File: src/rtl/factorial_engine.sv
// Multi-cycle factorial engine: one shift-add multiply per MUL pass, one CHECK cycle per factor.
// Optional saturation on overflow is enabled by defining FACTORIAL_OVERFLOW_DETECT_EN.
module factorial_engine #(
  parameter int N_WIDTH    = 4,
  parameter int DATA_WIDTH = 8
) (
  input  logic                  clk,
  input  logic                  rst_n,
  input  logic                  start,
  input  logic [N_WIDTH-1:0]    n,
  output logic [DATA_WIDTH-1:0] result,
  output logic                  result_load,
  output logic                  done,
  output logic                  busy,
  output logic                  overflow
);

  localparam int PW = DATA_WIDTH + N_WIDTH;
  localparam int CW = $clog2(N_WIDTH) + 1;

  typedef enum logic [1:0] {IDLE, MUL, CHECK, DONE} state_t;

  state_t                state, state_nx;
  logic [N_WIDTH-1:0]    n_q, m_q;
  logic [N_WIDTH:0]      i_q, i_inc;
  logic [DATA_WIDTH-1:0] acc;
  logic [PW-1:0]         p_q;
  logic [CW-1:0]         bit_idx;
  logic                  ovf_hit, last_pass, mul_end;

  // i carries one extra bit so the final increment past 2^N_WIDTH-1 is representable
  assign i_inc     = i_q + 1'b1;
  assign last_pass = i_inc > {1'b0, n_q};
  assign mul_end   = bit_idx == CW'(N_WIDTH - 1);

`ifdef FACTORIAL_OVERFLOW_DETECT_EN
  logic ovf_q;
  assign ovf_hit  = |p_q[PW-1:DATA_WIDTH];
  assign overflow = ovf_q;
`else
  assign ovf_hit  = 1'b0;
  assign overflow = 1'b0;
`endif

  assign done        = state == DONE;
  assign result_load = state == DONE;
  assign busy        = state != IDLE;

  always_ff @(posedge clk or negedge rst_n) begin
    if (!rst_n) state <= IDLE;
    else        state <= state_nx;
  end

  always_comb begin
    state_nx = state;
    case (state)
      IDLE:  if (start) state_nx = (n <= N_WIDTH'(1)) ? DONE : MUL;
      MUL:   if (mul_end) state_nx = CHECK;
      CHECK: state_nx = (ovf_hit || last_pass) ? DONE : MUL;
      DONE:  state_nx = IDLE;
      default: state_nx = IDLE;
    endcase
  end

  always_ff @(posedge clk or negedge rst_n) begin
    if (!rst_n) begin
      n_q     <= '0;
      m_q     <= '0;
      i_q     <= '0;
      acc     <= '0;
      p_q     <= '0;
      bit_idx <= '0;
      result  <= '0;
`ifdef FACTORIAL_OVERFLOW_DETECT_EN
      ovf_q   <= 1'b0;
`endif
    end else begin
      case (state)
        IDLE: if (start) begin
          n_q     <= n;
          acc     <= DATA_WIDTH'(1);
          i_q     <= (N_WIDTH+1)'(2);
          p_q     <= '0;
          m_q     <= N_WIDTH'(2);
          bit_idx <= '0;
`ifdef FACTORIAL_OVERFLOW_DETECT_EN
          ovf_q   <= 1'b0;
`endif
          // 0! and 1! skip the datapath entirely
          if (n <= N_WIDTH'(1)) result <= DATA_WIDTH'(1);
        end
        MUL: begin
          if (m_q[0]) p_q <= p_q + (PW'(acc) << bit_idx);
          m_q     <= m_q >> 1;
          bit_idx <= bit_idx + 1'b1;
        end
        CHECK: begin
          acc     <= p_q[DATA_WIDTH-1:0];
          i_q     <= i_inc;
          p_q     <= '0;
          m_q     <= i_inc[N_WIDTH-1:0];
          bit_idx <= '0;
          if (ovf_hit) begin
            result <= '1;
`ifdef FACTORIAL_OVERFLOW_DETECT_EN
            ovf_q  <= 1'b1;
`endif
          end else if (last_pass) begin
            result <= p_q[DATA_WIDTH-1:0];
          end
        end
        default: ;
      endcase
    end
  end

endmodule

File: config.mk
export PLATFORM = sky130hd
export DESIGN_NAME = factorial_engine
export DESIGN_NICKNAME = d
export VERILOG_FILES = /design/src/rtl/factorial_engine.sv
export SDC_FILE = /design/constraint.sdc
export NUM_CORES = 1
export LEC_CHECK = 0
export ABC_CLOCK_PERIOD_IN_PS = 7700
export CAP_MARGIN = 20
export CELL_PAD_IN_SITES_DETAIL_PLACEMENT = 1
export CELL_PAD_IN_SITES_GLOBAL_PLACEMENT = 2
export CORE_ASPECT_RATIO = 2
export CORE_UTILIZATION = 40
export DETAILED_ROUTE_END_ITERATION = 12
export GPL_ROUTABILITY_DRIVEN = 0
export PLACE_DENSITY_LB_ADDON = 0.15
export SLEW_MARGIN = 20
export SYNTH_ARGS = -nofsm -noshare
export SYNTH_HDL_FRONTEND = slang
export SYNTH_SLANG_ARGS = --single-unit
export TNS_END_PERCENT = 10
File: constraint.sdc
create_clock -name clk -period 7.7 [get_ports clk]
set_clock_uncertainty 0.15 [all_clocks]
set_input_delay 0.77 -clock clk [delete_from_list [all_inputs] [get_ports clk]]
set_output_delay 0.77 -clock clk [all_outputs]
set_load 0.01 [all_outputs]
==> flow_metrics.env <==
export IMPL_cts_root_buffer="clkbuf_16"
export IMPL_cp_start_kind="flop"
export IMPL_synthArstFlopShare=1.00
export IMPL_dp_hpwl_um=5650
export IMPL_cts_setup_buffers=0
export IMPL_yosys_warnings=0
export IMPL_clk_latency_ps=290
export IMPL_synth_yosys_seq_area_share=0.386
export IMPL_gr_total_overflow=0
export IMPL_cts_made_buffers=5
export IMPL_ant_nets=0
export IMPL_critical_path_max_fanout=17
export IMPL_area_growth_pct=12.7
export IMPL_grt_pass1_vias=2353
export IMPL_drt_iter0_drc=77
export IMPL_synth_edff_count=0
export IMPL_row_count=42
export IMPL_syn_inst=297
export IMPL_ir_worst_vdd_uv=135
export IMPL_die_x_um=60.3
export IMPL_synth_nets=323
export IMPL_post_cts_resized=0
export IMPL_cp_required_ps=6780
export IMPL_dieArea_um2=7160
export IMPL_hold_violations=0
export IMPL_ys_flop_type="dfrtp_1"
export IMPL_fmax_mhz=326
export IMPL_grt_start_max_net_pins=43
export IMPL_routedWlPerCell_um=18.7
export IMPL_initial_core_util=0.414
export IMPL_post_route_period_util=0.398
export IMPL_rsz0062_at_grt="no"
export IMPL_path_clk_slew_ps=60
export IMPL_critPathKind="flop to output port"
export IMPL_netlist_area_um2=2720
export IMPL_hp_class="flop to flop"
export IMPL_maxSlewViolCount=0
export IMPL_worst_pin_slew_ps=999
export IMPL_powerDensity_nw_per_um2=361
export IMPL_finalWirelength_um=7350
export IMPL_syn_area_per_cell_um2=9.16
export IMPL_io_buffers=17
export IMPL_cts_hold_buffers_added=0
export IMPL_vias=2239
export IMPL_grt_pass1_wl_um=12300
export IMPL_antenna_found_initial=0
export IMPL_design_core_area_um2=6570
export IMPL_grt_usage=0.234
export IMPL_post_route_drc_count=0
export IMPL_cts_tree="yes"
export IMPL_cp_arrival_ps=2140
export IMPL_p_leak_uw=0.00127
export IMPL_synth_seq_cells=42
export IMPL_ios=19
export IMPL_synth_cell_types=49
export IMPL_critPathCaptureType="output port"
export IMPL_dieHeight_um=119
export IMPL_fillers=763
export IMPL_cts_sinks=42
export IMPL_final_util=0.467
export IMPL_drive_above_1_share=0.0721
export IMPL_setup_tns_ps=0
export IMPL_clock_path_buffers=2
export IMPL_setup_viol=0
export IMPL_diodes=0
export IMPL_first_pass_iters=4
export IMPL_ctsHtreeMaxLevel=2
export IMPL_vias_per_cell=5.70
export IMPL_maxCapViolations=0
export IMPL_status="completed"
export IMPL_slew_limit_headroom=0.334
export IMPL_num_nets_final=330
export IMPL_timing_final_crit_period_ps=3060
==> state kept, by name, indices dropped and copies added (netlist names) <==
| signal | count |
|---|---|
| acc | 8 |
| bit_idx | 3 |
| i_q | 5 |
| m_q | 4 |
| n_q | 4 |
| p_q | 8 |
| result | 8 |
| state | 2 |
==> area by class of cell <==
class | count | area [µm²] | share of cell area
tap | 88 | 110 | 0.0359
clock buffer | 6 | 139 | 0.0453
sequential | 42 | 1050 | 0.343
multi-input combinational | 224 | 1530 | 0.500
inverter | 13 | 48.8 | 0.0159
clock inverter | 2 | 12.5 | 0.00408
timing repair buffer | 18 | 173 | 0.0563
==> per-stage QoR <==
step / area (µm²) / hold slack (ps) / cells / power, µW / setup WS [ps]
floorplan: 2720 / 301 / 297 / 731 / 5200
global placement: 2920 / 317 / 385 / 877 / 4580
detailed placement: 2920 / 327 / 385 / 902 / 4500
CTS: 3070 / 341 / 393 / 1130 / 4610
global route: 3070 / 372 / 393 / 1200 / 4480
finish: 3070 / 335 / 393 / 1110 / 4640
==> critical path, cell delays in order (launching register included) <==
cell and delay [ps]:
dfrtp_1 430, inv_1 100, ha_1 590, inv_2 200, clkdlybuf4s50_1 530
==> cells in the mapped netlist (all sizes together), types with 2 or more instances <==
cell / number / area (µm²)
ha: 18 / 225
o22ai: 4 / 25.0
a22oi: 11 / 82.6
a21o: 3 / 22.5
nor2b: 3 / 18.8
nor2: 8 / 32.5
xnor2: 6 / 52.6
nand2b: 5 / 31.3
a22o: 3 / 26.3
clkbuf: 8 / 30.0
and2: 4 / 25.0
nor3: 7 / 35.0
inv: 12 / 45.0
a21oi: 17 / 85.1
a31oi: 2 / 12.5
nand4: 8 / 50.1
o211ai: 9 / 67.6
mux2: 6 / 67.6
o21ai: 27 / 139
o31ai: 2 / 15.0
nand3: 11 / 55.1
mux2i: 14 / 140
dfrtp: 42 / 1050
xor2: 3 / 26.3
o21a: 3 / 22.5
or3: 2 / 12.5
buf: 10 / 58.8
nand2: 35 / 131
==> cells in the final DEF (no fill, tap or decap), types with 2 or more instances in the layout <==
cell	netlist	routed
a21o_1	3	3
a21oi_1	17	17
a22o_1	3	3
a22oi_1	11	11
a31oi_1	2	2
and2_1	4	4
clkbuf_16	0	5
clkdlybuf4s50_1	0	16
dfrtp_1	42	42
ha_1	18	18
inv_1	11	11
mux2_2	6	6
mux2i_1	14	14
nand2_1	35	35
nand2b_1	5	5
nand3_1	11	11
nand4_1	8	8
nor2_1	7	7
nor2b_1	3	3
nor3_1	7	7
o211ai_1	9	9
o21a_1	3	3
o21ai_0	25	25
o22ai_1	4	4
o31ai_1	2	2
or3_1	2	2
xnor2_1	6	6
xor2_1	3	3
==> final timing paths <==
check	start	to	slack [ps]	depth (start not counted)
min reg2reg	m_q[3]	m_q[3]	330	2
min	m_q[3]	m_q[3]	330	2
max reg2reg	bit_idx[0]	p_q[7]	4710	9
min in group asynchronous	rst_n	m_q[3]	500	1
max in group asynchronous	rst_n	acc[6]	6280	1
max	state[1]	busy	4640	4
==> cell families after synthesis <==
family	synth area share
compound gates	0.206
xor+xnor	0.0290
fa+ha+maj	0.0901
buf+inv	0.0506
flops	0.386
mux	0.0846
other cells	0.00138
simple gates	0.152
==> power by group <==
part           internal [µW]  leakage [µW]  switching [µW]
clock network            129     0.0000729            92.3
logic                    203      0.000642             346
registers                272      0.000556            67.1
==> layer usage <==
layer / track usage / routed length [µm] / vias to the layer above
met5: 0 / 0 / -
met4: 0.0799 / 134 / 0
met3: 0.0295 / 112 / 9
met2: 0.429 / 4250 / 23
met1: 0.262 / 2850 / 1122
li1: - / - / 1085
No activity file was read; power rests on OpenSTA's default activity.
